--- src/rtl/wind_tx_pkg.sv ---
// Shared constants, FSM encoding and sample payload for the wind telemetry transmitter.
package wind_tx_pkg;

    localparam int unsigned FRAME_LEN = 11;
    localparam int unsigned IDX_W     = 4;
    localparam int unsigned SAMPLE_W  = 16;

    localparam int unsigned IDX_SYNC = 0;
    localparam int unsigned IDX_SEQ  = 1;
    localparam int unsigned IDX_CHK  = 10;

    typedef enum logic [1:0] {
        IDLE  = 2'd0,
        SEND  = 2'd1,
        GUARD = 2'd2
    } tx_state_t;

    // Samples frozen at frame start.
    typedef struct packed {
        logic [SAMPLE_W-1:0] windspeed;
        logic [SAMPLE_W-1:0] windangle;
        logic [SAMPLE_W-1:0] speed_x;
        logic [SAMPLE_W-1:0] speed_y;
    } sample_t;

endpackage

--- src/rtl/wind_telemetry_tx.sv ---
// Captures wind samples on a (decimated) strobe and streams an 11-byte frame over the UART byte handshake.
module wind_telemetry_tx
    import wind_tx_pkg::*;
#(
    parameter logic [7:0]  FRAME_SYNC = 8'hA5,
    parameter int unsigned DECIM_W    = 8
) (
    input  logic               clock,
    input  logic               reset_n,
    input  logic               enable,
    input  logic [DECIM_W-1:0] decim,
    input  logic               start,
    input  logic [15:0]        windspeed,
    input  logic [15:0]        windangle,
    input  logic [15:0]        speedX,
    input  logic [15:0]        speedY,
    input  logic               txready,
    output logic               txen,
    output logic [7:0]         dataout,
    output logic               busy,
    output logic [7:0]         dropped
);

    localparam logic [IDX_W-1:0] SYNC_IDX = IDX_W'(IDX_SYNC);
    localparam logic [IDX_W-1:0] SEQ_IDX  = IDX_W'(IDX_SEQ);
    localparam logic [IDX_W-1:0] CHK_IDX  = IDX_W'(IDX_CHK);

    tx_state_t          state;
    sample_t            cap;
    logic [IDX_W-1:0]   idx;
    logic [7:0]         seq;
    logic [7:0]         acc;
    logic [DECIM_W-1:0] dcnt;
    logic [7:0]         byte_c;
    logic               strobe_c;

    assign strobe_c = start & enable;

    // Byte selection for the current frame position; checksum byte is the negated running sum.
    always_comb begin
        byte_c = 8'h00;
        case (idx)
            SYNC_IDX:       byte_c = FRAME_SYNC;
            SEQ_IDX:        byte_c = seq;
            IDX_W'(2):      byte_c = cap.windspeed[15:8];
            IDX_W'(3):      byte_c = cap.windspeed[7:0];
            IDX_W'(4):      byte_c = cap.windangle[15:8];
            IDX_W'(5):      byte_c = cap.windangle[7:0];
            IDX_W'(6):      byte_c = cap.speed_x[15:8];
            IDX_W'(7):      byte_c = cap.speed_x[7:0];
            IDX_W'(8):      byte_c = cap.speed_y[15:8];
            IDX_W'(9):      byte_c = cap.speed_y[7:0];
            CHK_IDX:        byte_c = ~acc + 8'd1;
            default:        byte_c = 8'h00;
        endcase
    end

    // Saturating count of enabled strobes that arrive while a frame is in progress.
    always_ff @(posedge clock or negedge reset_n) begin
        if (!reset_n) begin
            dropped <= 8'h00;
        end else if (strobe_c && (state != IDLE) && (dropped != 8'hFF)) begin
            dropped <= dropped + 8'd1;
        end
    end

    // Frame sequencer: capture/decimate in IDLE, one byte per SEND, one ignore-ready GUARD cycle after each.
    always_ff @(posedge clock or negedge reset_n) begin
        if (!reset_n) begin
            state   <= IDLE;
            cap     <= '0;
            idx     <= '0;
            seq     <= 8'h00;
            acc     <= 8'h00;
            dcnt    <= '0;
            txen    <= 1'b0;
            dataout <= 8'h00;
            busy    <= 1'b0;
        end else begin
            txen <= 1'b0;
            case (state)
                IDLE: begin
                    if (strobe_c) begin
                        if (dcnt == '0) begin
                            cap   <= '{windspeed: windspeed, windangle: windangle,
                                       speed_x: speedX, speed_y: speedY};
                            dcnt  <= decim;
                            idx   <= '0;
                            acc   <= 8'h00;
                            busy  <= 1'b1;
                            state <= SEND;
                        end else begin
                            dcnt <= dcnt - DECIM_W'(1);
                        end
                    end
                end
                SEND: begin
                    if (txready) begin
                        txen    <= 1'b1;
                        dataout <= byte_c;
                        if ((idx != SYNC_IDX) && (idx != CHK_IDX)) begin
                            acc <= acc + byte_c;
                        end
                        state <= GUARD;
                    end
                end
                GUARD: begin
                    if (idx == CHK_IDX) begin
                        seq   <= seq + 8'd1;
                        busy  <= 1'b0;
                        state <= IDLE;
                    end else begin
                        idx   <= idx + IDX_W'(1);
                        state <= SEND;
                    end
                end
                default: begin
                    busy  <= 1'b0;
                    state <= IDLE;
                end
            endcase
            if (!enable) begin
                dcnt <= '0;
            end
        end
    end

endmodule

--- config.mk ---
export PLATFORM = sky130hd
export DESIGN_NAME = wind_telemetry_tx
export DESIGN_NICKNAME = d
export VERILOG_FILES = /design/src/rtl/wind_tx_pkg.sv /design/src/rtl/wind_telemetry_tx.sv
export SDC_FILE = /design/constraint.sdc
export NUM_CORES = 1
export LEC_CHECK = 0
export ABC_AREA = 1
export BUFFER_PORTS_ARGS = -buffer_cell sky130_fd_sc_hd__buf_4
export CAP_MARGIN = 20
export CORE_MARGIN = 1.5
export CORE_UTILIZATION = 53
export DETAILED_ROUTE_END_ITERATION = 8
export PLACE_DENSITY = 0.73
export SYNTH_ARGS = -nofsm -noshare
export SYNTH_HDL_FRONTEND = slang
export SYNTH_SLANG_ARGS = --single-unit
export TNS_END_PERCENT = 20
--- constraint.sdc ---
create_clock -name clock -period 3.2 [get_ports clock]
set_input_delay 0.32 -clock clock [delete_from_list [all_inputs] [get_ports clock]]
set_output_delay 0.32 -clock clock [all_outputs]
set_load 0.1 [all_outputs]
== After elaboration in Yosys (flattened, before gate mapping) ==
Cells that the tools add are included.

* Bits of input ports: 77
* Register bits: 112
* Output and inout port bits: 18
* Word-level logic and storage cells: 87

* Add/sub/neg operators: 6
* Reductions and logical operators: 18
* Multiplexer cells: 25
* Eq/ne operators: 22
* Bitwise logic cells: 3

{| class="wikitable"
|+ Operators by type and width
! cell !! number
|-
| $pmux W8 S11 || 1
|-
| $mux W8 || 8
|-
| $add A8 B1 Y8 const B || 3
|-
| $eq A4 B3 Y1 const B || 4
|-
| $pmux W8 S2 || 1
|-
| $eq A4 B4 Y1 const B || 3
|-
| $mux W4 || 3
|-
| $ne A2 B2 Y1 const B || 6
|-
| $add A8 B8 Y8 || 1
|-
| $eq A4 B2 Y1 const B || 2
|-
| $logic_not A8 Y1 || 1
|-
| $ne A8 B8 Y1 const B || 1
|-
| $not A8 Y8 || 1
|-
| $pmux W4 S2 || 1
|-
| $reduce_and A4 Y1 || 2
|-
| $sub A8 B1 Y8 const B || 1
|-
| $mux W1 || 6
|-
| $mux W2 || 3
|-
| $pmux W2 S3 || 1
|-
| $reduce_and A2 Y1 || 3
|-
| $reduce_and A3 Y1 || 2
|-
| $reduce_bool A2 Y1 || 3
|-
| $reduce_and A5 Y1 || 1
|-
| $add A4 B1 Y4 const B || 1
|-
| 12 further kinds || 15
|}

== Logic depth before layout (Yosys ltp) ==
Gate-level depths: netlist (run 1).

* Depth after elaboration: 7
* Depth in mapped cells: 16
* Gate-level depth less buffers: 16

== Worst setup path before layout (run 1) ==
OpenSTA, ideal clock, no wires.

* Kind: register -> register
* Start point: register idx[0]
* End point: register acc[6]
* Slack: 611 ps
* Buffers on the path: 0
* Data arrival time: 2462 ps
* Clock period less this slack: 2589 ps
* Library setup time: 126 ps
* Stages on the path, launching flop included: 16
* Data required time: 3074 ps
* Cells stage by stage: dfrtp_1 -> inv_1 -> ha_1 -> nand3_2 -> o22ai_1 -> a211oi_1 -> nand3_1 -> ha_1 -> fa_1 -> nand3_1 -> nand3_1 -> nand2_1 -> nand2_1 -> a21oi_1 -> xor2_1 -> o22ai_1

* Word-level cells in the longest chain between the ends: 6
* Elaborated cells between the ends (all ways): 21

{| class="wikitable"
|+ RTL lines
! what !! RTL line !! source
|-
| start: declaration || wind_telemetry_tx.sv:30 || <nowiki>logic [IDX_W-1:0] idx;</nowiki>
|-
| start signal: assignment || wind_telemetry_tx.sv:113 || <nowiki>idx <= idx + IDX_W'(1);</nowiki>
|-
| $eq A4 B4 Y1, or another cell as far along || wind_telemetry_tx.sv:42 || <nowiki>case (idx)</nowiki>
|-
| $pmux W8 S11 * || wind_telemetry_tx.sv:42 ||
|-
| via byte_c[0] || wind_telemetry_tx.sv:34 || <nowiki>logic [7:0] byte_c;</nowiki>
|-
| $add A8 B8 Y8 * || wind_telemetry_tx.sv:102 || <nowiki>acc <= acc + byte_c;</nowiki>
|-
| $mux W8 * || wind_telemetry_tx.sv:101 || <nowiki>if ((idx != SYNC_IDX) && (idx != CHK_IDX)) begin</nowiki>
|-
| $mux W8 * || wind_telemetry_tx.sv:98 || <nowiki>if (txready) begin</nowiki>
|-
| $pmux W8 S2 * || wind_telemetry_tx.sv:81 || <nowiki>case (state)</nowiki>
|-
| end signal: assignment || wind_telemetry_tx.sv:102 ||
|-
| end: declaration || wind_telemetry_tx.sv:32 || <nowiki>logic [7:0] acc;</nowiki>
|}

The timed path passes the listed nets; every way through them passes the cells marked *. The select of a mux whose other input is x is not followed.
A chain may end at the register's enable or synchronous reset.

== Worst setup path after layout (run 1) ==
Ends and elaborated chain as after synthesis.

==> results of run 1 <==
-- layer usage --
metal	track usage, %	part of all wire (%)	up-vias
met5	0	0	-
met4	10.43	2.4	0
met3	4.540	5.2	24
met2	41.72	45	182
met1	37.90	47	2316
li1	-	-	2470
-- registers in the layout, indices dropped and copies added, names as in the netlist --
| name | count |
|---|---|
| busy | 1 |
| state | 2 |
| idx | 4 |
| seq | 8 |
| cap | 64 |
| dataout | 8 |
| txen | 1 |
| acc | 8 |
| dropped | 8 |
| dcnt | 8 |
-- where the power goes --
group / total [mW] / internal (mW) / switching, mW / leakage (nW)
logic: 3.14 / 0.969 / 2.17 / 2.32
registers: 2.33 / 1.96 / 0.368 / 1.37
clock network: 0.804 / 0.308 / 0.496 / 0.0968
total: 6.27 / 3.24 / 3.04 / 3.79
-- cells in the mapped netlist (2+ instances only) --
cell and instances:
clkinv_1 2, buf_4 2, nand2_2 2, o21ai_0 57, xor2_1 9, nor3_1 3, xnor2_1 6, mux2i_1 12
o21ai_1 8, nand4_1 18, nor2_1 36, buf_2 5, nor2_4 4, nand3_2 2, dfrtp_1 112, inv_1 120
or2_2 4, o221ai_1 2, a221oi_1 4, nand3_1 42, nor2_2 3, o22ai_1 15, nand2_1 172, o211ai_1 5
clkbuf_1 6, ha_1 16, a21oi_1 19, inv_2 6, buf_6 3, a211oi_1 2
-- metrics by stage --
stage	hold slack, ns	power [mW]	area [um^2]
final	0.1145	6.273	6880
after global routing	0.1033	6.765	6880
after CTS	0.1075	6.244	6862
after detailed placement	0.3186	5.429	6673
after global placement	0.3127	5.334	6673
after floorplan	0.02441	4.627	5821
-- worst min-delay path, delay by kind of cell --
kind / cells / cell delay, ns
simple gates: 2 / 0.09
buf+inv: 1 / 0.08
-- final cells by class --
cell class / count / area [um^2] / share of cell area (%)
clock buffers: 10 / 137.6 / 2.000
clock inverters: 6 / 41.29 / 0.6001
inverters: 128 / 480.5 / 6.983
multi-input cells: 454 / 2457 / 35.72
flip-flops and latches: 112 / 2805 / 40.77
well taps: 140 / 175.2 / 2.546
repair buffers: 104 / 783.3 / 11.38
-- worst paths after layout --
path	slack (ns)	startpoint	to
worst max-delay path	0.21	idx[0]$_DFFE_PN0P_	acc[6]$_DFFE_PN0P_
worst min-delay path	0.11	windspeed[2]	cap[50]$_DFFE_PN0P_
worst max register to register	0.21	idx[0]$_DFFE_PN0P_	acc[6]$_DFFE_PN0P_
worst min register to register	0.49	dataout[2]$_DFFE_PN0P_	dataout[2]$_DFFE_PN0P_
max in group asynchronous	2.02	reset_n	cap[51]$_DFFE_PN0P_
min in group asynchronous	0.42	reset_n	dcnt[6]$_DFFE_PN0P_
-- kinds of logic after synthesis --
family	count (synthesis)	share of synthesized area, %
buffers and inverters	144	9.909
adders and majority gates	17	3.783
AOI/OAI and AO/OA	118	11.46
muxes	13	2.257
and+or+nand+nor	291	22.18
xor gates and xnor gates	15	2.257
DFF	112	48.15
-- what timing repair did --
item,CTS,global route
endpoints found under the hold margin,35,0
resized for setup,0,6
setup endpoints to repair,0,2
hold buffers,1,0
==> flow_summary.json, run 1 <==
{
  "hpwl_um": 11210,
  "clk_pin_slew_ns": 0.10,
  "cts_buffers": 9,
  "setup_viol": 0,
  "synth.area.top_cells": "dfrtp_1, nand2_1, inv_1, o21ai_0, nand3_1",
  "finalCriticalPeriod_ns": 2.989,
  "yosys_warnings": 0,
  "critPathKind": "reg2reg",
  "max_freq_mhz": 334.6,
  "cts.path.max_buffers": 2,
  "fillers": 959,
  "drcViolationCount": 0,
  "path_cells": "ha_1 -> nand3_1 -> o22ai_1 -> a211oi_1 -> nand3_1 -> ha_1 -> fa_1 -> nand3_1 -> nand3_1 -> nand2_1 -> nand2_1 -> a21oi_1 -> xor2_1 -> o22ai_1",
  "final_util_pct": 63.75,
  "path_depth": 14,
  "arrival_ns": 3.26,
  "syn-cell-area_um2": 5821,
  "portBuffers": 94,
  "tns_ns": 0,
  "fin_crit_sh_pct": 93.41,
  "fin_skew_ns": 0.01029,
  "synthFlopType": "dfrtp_1",
  "drv_cap": 0,
  "synth_top_area_cell": "dfrtp_1",
  "drt_pass1_iterations": 5,
  "cp.required_ns": 3.48,
  "dp_slack_ns": 0.2068,
  "ys_ff_latch": 112,
  "end_kind": "register",
  "synth_top_area_share_pct": 48.15,
  "avgSynthCellArea_um2": 8.198,
  "worst-path-max-fanout": 7,
  "layout_setup_ws_ns": 0.2109,
  "synthCells": 710,
  "finalHoldViolations": 0,
  "synth_edf_count": 0,
  "final_cell_mix": "nand2_1, inv_1, dfrtp_1",
  "start_util_pct": 53.93,
  "cp_slowest_stage_delay_ns": 0.46,
  "synth_cell_types": 43,
  "cp_top_family": "adder cells",
  "synthArstFlopShare_pct": 100.0,
  "status": "complete, no violations",
  "crit_top_cell": "nand3_1",
  "clockRootBuffer": "clkbuf_8",
  "via_per_inst": 5.233,
  "worst-path-buf-inv": 0,
  "fp.coreArea_um2": 10790,
  "diodes": 0,
  "drive_above_1_share_pct": 18.43,
  "critPathLaunchType": "register",
  "postRouteAntennaNets": 0,
  "hold_path_class": "in2reg",
  "grt_pass1_wl_um": 23920,
  "worst_pin_slew_ns": 0.7197,
  "layout_commonest_cell": "nand2_1",
  "dieArea_um2": 11620,
  "antenna_found_initial": 0,
  "die_w_um": 107.8,
  "leakagePower_nw": 3.786,
  "rsz0062_at_grt": "no",
  "wl_per_cell_um": 15.28,
  "post_cts_buffers": 0,
  "fp.dieH_um": 107.8,
  "gr-total-overflow": 0,
  "clkLatencyLatePin_ns": 0.40,
  "synth_seq_area_share_pct": 48.15,
  "num_io_pins": 95,
  "vdd_drop_max_mv": 0.7099,
  "first_iter_violations": 317,
  "finalMaxSlewViolations": 0,
  "vias": 4992,
  "cts_sinks": 112,
  "dp.cells": 937,
  "p_per_area_nw_per_um2": 911.7,
  "wl_um": 14580,
  "r2r_cells": 14,
  "rows": 38,
  "gr-usage-all-layers_pct": 26.96,
  "gp_congestion": 0.9482,
  "grt_pass1_vias": 4769,
  "grt_start_max_net_pins": 79,
  "relSlewSlack_pct": 52.02,
  "cp_slowest_cell": "dfrtp_2",
  "nNetsFinal": 903,
  "syn_nets": 804,
  "finalNonFillerCells": 954,
  "synthToLayoutAreaGrowth_pct": 18.21,
  "hold_depth": 3,
  "htreeDepth": 3,
  "cts_tree": "built"
}
(Power assumes the default switching activity.)
==> inputs of run 2 (changes only) <==
--- a/config.mk
+++ b/config.mk
@@ -10,6 +10,7 @@
 export CAP_MARGIN = 20
 export CORE_MARGIN = 1.5
 export CORE_UTILIZATION = 53
+export CTS_BUF_LIST = sky130_fd_sc_hd__clkbuf_4
 export DETAILED_ROUTE_END_ITERATION = 8
 export PLACE_DENSITY = 0.73
 export SYNTH_ARGS = -nofsm -noshare
==> run 2 against run 1 <==
Fmax is 0.17% higher. Non-clock buffer count grew 4. Critical path depth stayed put. Worst hold slack worse by 0.093 ns. Wire length down 0.62%. Power shrank 2.5%. Sequential power is essentially flat. First-iteration DRC count up 5.4%. Die area is the same. Cell count is 0.42% higher. Clock-buffer cell count fell by 1. Critical endpoint unchanged. Largest cell class unchanged.
==> flow_summary.json, run 2 (same netlist as run 1, synthesis figures left out) <==
{
  "dp.cells": 937,
  "total_power_mw": 6.119,
  "arrival_ns": 3.35,
  "critPathKind": "reg2reg",
  "vdd_drop_max_mv": 0.6673,
  "max_freq_mhz": 335.1,
  "fin_skew_ns": 0.01790,
  "drv_cap": 0,
  "hpwl_um": 11210,
  "dp_slack_ns": 0.2068,
  "htreeDepth": 3,
  "rows": 38,
  "synthToLayoutAreaGrowth_pct": 17.93,
  "final_cell_mix": "nand2_1, inv_1, dfrtp_1",
  "largest-register": "cap",
  "worst-path-max-fanout": 11,
  "finalCriticalPeriod_ns": 2.984,
  "layout_setup_ws_ns": 0.2159,
  "vias": 5016,
  "fillers": 961,
  "gr-total-overflow": 0,
  "fin_area_um2": 6864,
  "clockRootBuffer": "clkbuf_4",
  "finalMaxSlewViolations": 0,
  "cts_buffers": 9,
  "nNetsFinal": 907,
  "fp.coreArea_um2": 10790,
  "relSlewSlack_pct": 51.83,
  "num_io_pins": 95,
  "drt_pass1_iterations": 4,
  "dieArea_um2": 11620,
  "fp.dieH_um": 107.8,
  "dpl_cell_area_um2": 6673,
  "portBuffers": 94,
  "critPathLaunchType": "register",
  "clkLatencyLatePin_ns": 0.49,
  "p_per_area_nw_per_um2": 891.4,
  "via_per_inst": 5.236,
  "drive_above_1_share_pct": 18.70,
  "grt_pass1_vias": 4784,
  "status": "complete, no violations",
  "drcViolationCount": 0,
  "leakagePower_nw": 3.774,
  "hold_path_class": "in2reg",
  "end_kind": "register",
  "multi_input_area_um2": 2470,
  "postRouteAntennaNets": 0,
  "die_w_um": 107.8,
  "cts_tree": "built",
  "clk_pin_slew_ns": 0.17,
  "cts_sinks": 112,
  "largest_reg_flops": 64,
  "gp_congestion": 0.9482,
  "start_util_pct": 53.93,
  "antenna_found_initial": 0,
  "fin_crit_sh_pct": 93.25,
  "cts.path.max_buffers": 2,
  "cp.required_ns": 3.57,
  "grt_pass1_wl_um": 23810,
  "wl_per_cell_um": 15.13,
  "tns_ns": 0,
  "finalHoldViolations": 0,
  "first_iter_violations": 334,
  "layout_commonest_cell": "nand2_1",
  "regArea_um2": 2805,
  "gr-usage-all-layers_pct": 26.73,
  "diodes": 0,
  "worst_pin_slew_ns": 0.7225,
  "grt_start_max_net_pins": 79,
  "wl_um": 14490,
  "setup_viol": 0,
  "finalNonFillerCells": 958
}
-- run 2: power breakdown --
part | total, mW | switching, mW | internal (mW)
registers | 2.33 | 0.370 | 1.96
clock network | 0.638 | 0.477 | 0.161
logic | 3.15 | 2.17 | 0.981
total | 6.12 | 3.02 | 3.10
-- run 2: path summary, 6_finish.rpt --
path,start,to,slack (ns),cells past startpoint
max reg2reg,idx[2]$_DFFE_PN0P_,acc[6]$_DFFE_PN0P_,0.22,14
min in group asynchronous,reset_n,dcnt[7]$_DFFE_PN0P_,0.31,2
max,idx[2]$_DFFE_PN0P_,acc[6]$_DFFE_PN0P_,0.22,14
min,windspeed[2],cap[50]$_DFFE_PN0P_,0.02,3
min reg2reg,dataout[2]$_DFFE_PN0P_,dataout[2]$_DFFE_PN0P_,0.50,2
max in group asynchronous,reset_n,acc[1]$_DFFE_PN0P_,2.13,3
-- run 2: what timing repair did --
action / 4_1_cts / 5_1_grt
hold buffers: 2 / 2
hold endpoints to repair: 36 / 2
setup buffers: 0 / 1
resized for setup: 0 / 9
setup endpoints to repair: 0 / 2
-- run 2: area by class of cell --
cell class              instances  area share [%]
clock buffers                   9          0.9843
clock inverters                 7          0.6562
inverters                     128           7.000
multi-input cells             454           35.98
flip-flops and latches        112           40.87
well taps                     140           2.552
repair buffers                108           11.96
-- run 2: metal layers --
metal,share of wire (%),track usage [%]
met4,2.8,10.43
met2,45,40.99
met3,5.9,4.540
met1,47,37.82
met5,0,0
-- run 2: critical path, cell delays in order (launching register included) --
cell and delay, ns:
dfrtp_2 0.53, clkinv_1 0.26, nand3_1 0.25, o22ai_1 0.11, nor2_1 0.19, nand3_1 0.14, ha_1 0.23, fa_1 0.41
nand3_1 0.10, nand3_1 0.08, nand2_1 0.09, nand2_1 0.05, a21oi_1 0.16, xor2_1 0.17, o22ai_1 0.08
-- run 2: metrics by stage --
step                util, %  hold WS [ns]
global placement      61.82        0.3127
global route          63.60      0.004285
CTS                   63.05      0.003204
finish                63.60       0.02159
floorplan                 -       0.02441
detailed placement    61.82        0.3186
==> inputs of run 3 (changes only) <==
--- a/config.mk
+++ b/config.mk
@@ -13,6 +13,7 @@
 export CTS_BUF_LIST = sky130_fd_sc_hd__clkbuf_4
 export DETAILED_ROUTE_END_ITERATION = 8
 export PLACE_DENSITY = 0.73
+export REMOVE_ABC_BUFFERS = 1
 export SYNTH_ARGS = -nofsm -noshare
 export SYNTH_HDL_FRONTEND = slang
 export SYNTH_SLANG_ARGS = --single-unit
==> run 3 against run 2 <==
Via count rose by 2.4%. Cell area rose by 4.3%. Clock skew rose by 0.0091 ns. Cell count rose by 2.0%. Sequential power barely moved. Combinational power barely moved. Register-to-register slack got worse by 0.07 ns. Utilization rose by 2.7 points. Non-clock buffer count rose by 19. Critical path depth rose by 1. Worst hold slack improved by 0.013 ns. Sequential share of layout area fell by 1.7 points. Critical path type unchanged. Largest cell class unchanged. Highest routed layer unchanged.
==> flow_summary.json, run 3 (same netlist as run 1, synthesis figures left out) <==
{
  "setup_viol": 0,
  "antenna_found_initial": 0,
  "relSlewSlack_pct": 53.64,
  "start_util_pct": 53.93,
  "finalHoldViolations": 0,
  "fin_area_um2": 7161,
  "wl_per_cell_um": 15.28,
  "grt_pass1_vias": 5085,
  "drive_above_1_share_pct": 17.80,
  "cts_sinks": 112,
  "worst-path-buf-inv": 1,
  "worst-path-max-fanout": 6,
  "fp.coreArea_um2": 10790,
  "gr-total-overflow": 0,
  "worst_pin_slew_ns": 0.6954,
  "dieArea_um2": 11620,
  "dpl_cell_area_um2": 6668,
  "leakagePower_nw": 3.891,
  "gp_congestion": 0.9001,
  "finalCriticalPeriod_ns": 3.052,
  "status": "complete, no violations",
  "hpwl_um": 11130,
  "wl_um": 14930,
  "vdd_drop_max_mv": 0.8746,
  "drv_cap": 0,
  "layout_commonest_cell": "nand2_1",
  "clkLatencyLatePin_ns": 0.49,
  "critPathLaunchType": "register",
  "rsz0062_at_grt": "no",
  "postRouteAntennaNets": 0,
  "vias": 5138,
  "p_per_area_nw_per_um2": 890.0,
  "cp_slowest_cell": "dfrtp_2",
  "grt_start_max_net_pins": 69,
  "r2r_cells": 15,
  "gr-usage-all-layers_pct": 27.72,
  "via_per_inst": 5.259,
  "cp_top_family": "adder cells",
  "num_io_pins": 95,
  "grt_pass1_wl_um": 24480,
  "cp_slowest_stage_delay_ns": 0.44,
  "rows": 38,
  "hold_depth": 3,
  "cts_buffers": 9,
  "final_cell_mix": "nand2_1, inv_1, dfrtp_1",
  "fin_skew_ns": 0.02702,
  "largest_reg_flops": 64,
  "path_depth": 15,
  "fin_crit_sh_pct": 95.37,
  "diodes": 0,
  "path_cells": "inv_1 -> ha_1 -> nand2_1 -> o21ai_0 -> nor2_1 -> nand3_1 -> ha_1 -> fa_1 -> nand3_1 -> nand3_1 -> nand2_1 -> nand2_1 -> a21oi_1 -> xor2_1 -> o22ai_1",
  "clockRootBuffer": "clkbuf_4",
  "nNetsFinal": 926,
  "hold_path_class": "in2reg",
  "portBuffers": 94,
  "clk_pin_slew_ns": 0.16,
  "drt_pass1_iterations": 5,
  "end_kind": "register",
  "tns_ns": 0,
  "cts_tree": "built",
  "fillers": 907,
  "cts.path.max_buffers": 2,
  "arrival_ns": 3.43,
  "max_freq_mhz": 327.7,
  "drcViolationCount": 0,
  "finalMaxSlewViolations": 0,
  "die_w_um": 107.8,
  "first_iter_violations": 332,
  "fp.dieH_um": 107.8,
  "cp.required_ns": 3.57,
  "critPathKind": "reg2reg",
  "largest-register": "cap",
  "synthToLayoutAreaGrowth_pct": 23.02,
  "htreeDepth": 3
}
-- run 3: worst register-to-register path: cells and delay by family (launching register included) --
| kind | cells | cell delay (ns) |
|---|---|---|
| AO/OA/AOI/OAI | 3 | 0.38 |
| adder cells (fa/ha/maj) | 3 | 0.95 |
| AND/OR/NAND/NOR | 7 | 0.94 |
| flip-flops | 1 | 0.44 |
| buffers and inverters | 1 | 0.08 |
| XOR/XNOR | 1 | 0.16 |
-- run 3: final cells by class --
type	instances	area, um^2	share of cell area [%]
inverter	128	484.2	6.762
tap	140	175.2	2.446
timing repair buffer	127	1046	14.61
sequential	112	2806	39.19
clock inverter	5	102.6	1.433
multi-input combinational	454	2464	34.40
clock buffer	11	82.58	1.153
-- run 3: path summary, 6_finish.rpt --
check / slack [ns] / from / to
min: 0.03 / windspeed[15] / cap[63]$_DFFE_PN0P_
min in group asynchronous: 0.39 / reset_n / dcnt[0]$_DFFE_PN0P_
max reg2reg: 0.15 / idx[0]$_DFFE_PN0P_ / acc[6]$_DFFE_PN0P_
min reg2reg: 0.49 / cap[44]$_DFFE_PN0P_ / cap[44]$_DFFE_PN0P_
max in group asynchronous: 2.07 / reset_n / cap[16]$_DFFE_PN0P_
max: 0.15 / idx[0]$_DFFE_PN0P_ / acc[6]$_DFFE_PN0P_
-- run 3: power by group --
part | total, mW | internal, mW | switching (mW)
registers | 2.33 | 1.96 | 0.374
clock network | 0.859 | 0.414 | 0.445
logic | 3.18 | 0.997 | 2.19
-- run 3: metrics by stage --
step | power, mW | setup slack [ns] | utilization, % | std cells | hold slack (ns)
after floorplan | 4.570 | 0.5784 | - | 694 | 0.02441
after global placement | 5.363 | 0.2915 | 61.78 | 933 | 0.3998
after detailed placement | 5.454 | 0.1515 | 61.78 | 933 | 0.4100
after CTS | 6.350 | 0.08514 | 66.00 | 976 | 0.002778
after global routing | 6.843 | 0.008013 | 66.35 | 977 | 0.01898
final | 6.373 | 0.1482 | 66.35 | 977 | 0.03474
-- run 3: repair_timing --
item | 4_1_cts | 5_1_grt
buffers inserted | 0 | 1
endpoints found under the hold margin | 77 | 0
gates resized for setup | 0 | 9
endpoints found under the setup margin | 0 | 3
hold buffers | 27 | 0
-- run 3: metal layers --
metal | global-route usage, % | vias up | wire length [um] | share of wire (%)
met5 | 0 | - | 0 | 0
met4 | 9.774 | 0 | 325 | 2.2
met3 | 4.843 | 29 | 900 | 6.0
met2 | 46.63 | 200 | 7218 | 48
met1 | 36.08 | 2381 | 6483 | 43
li1 | - | 2528 | - | -
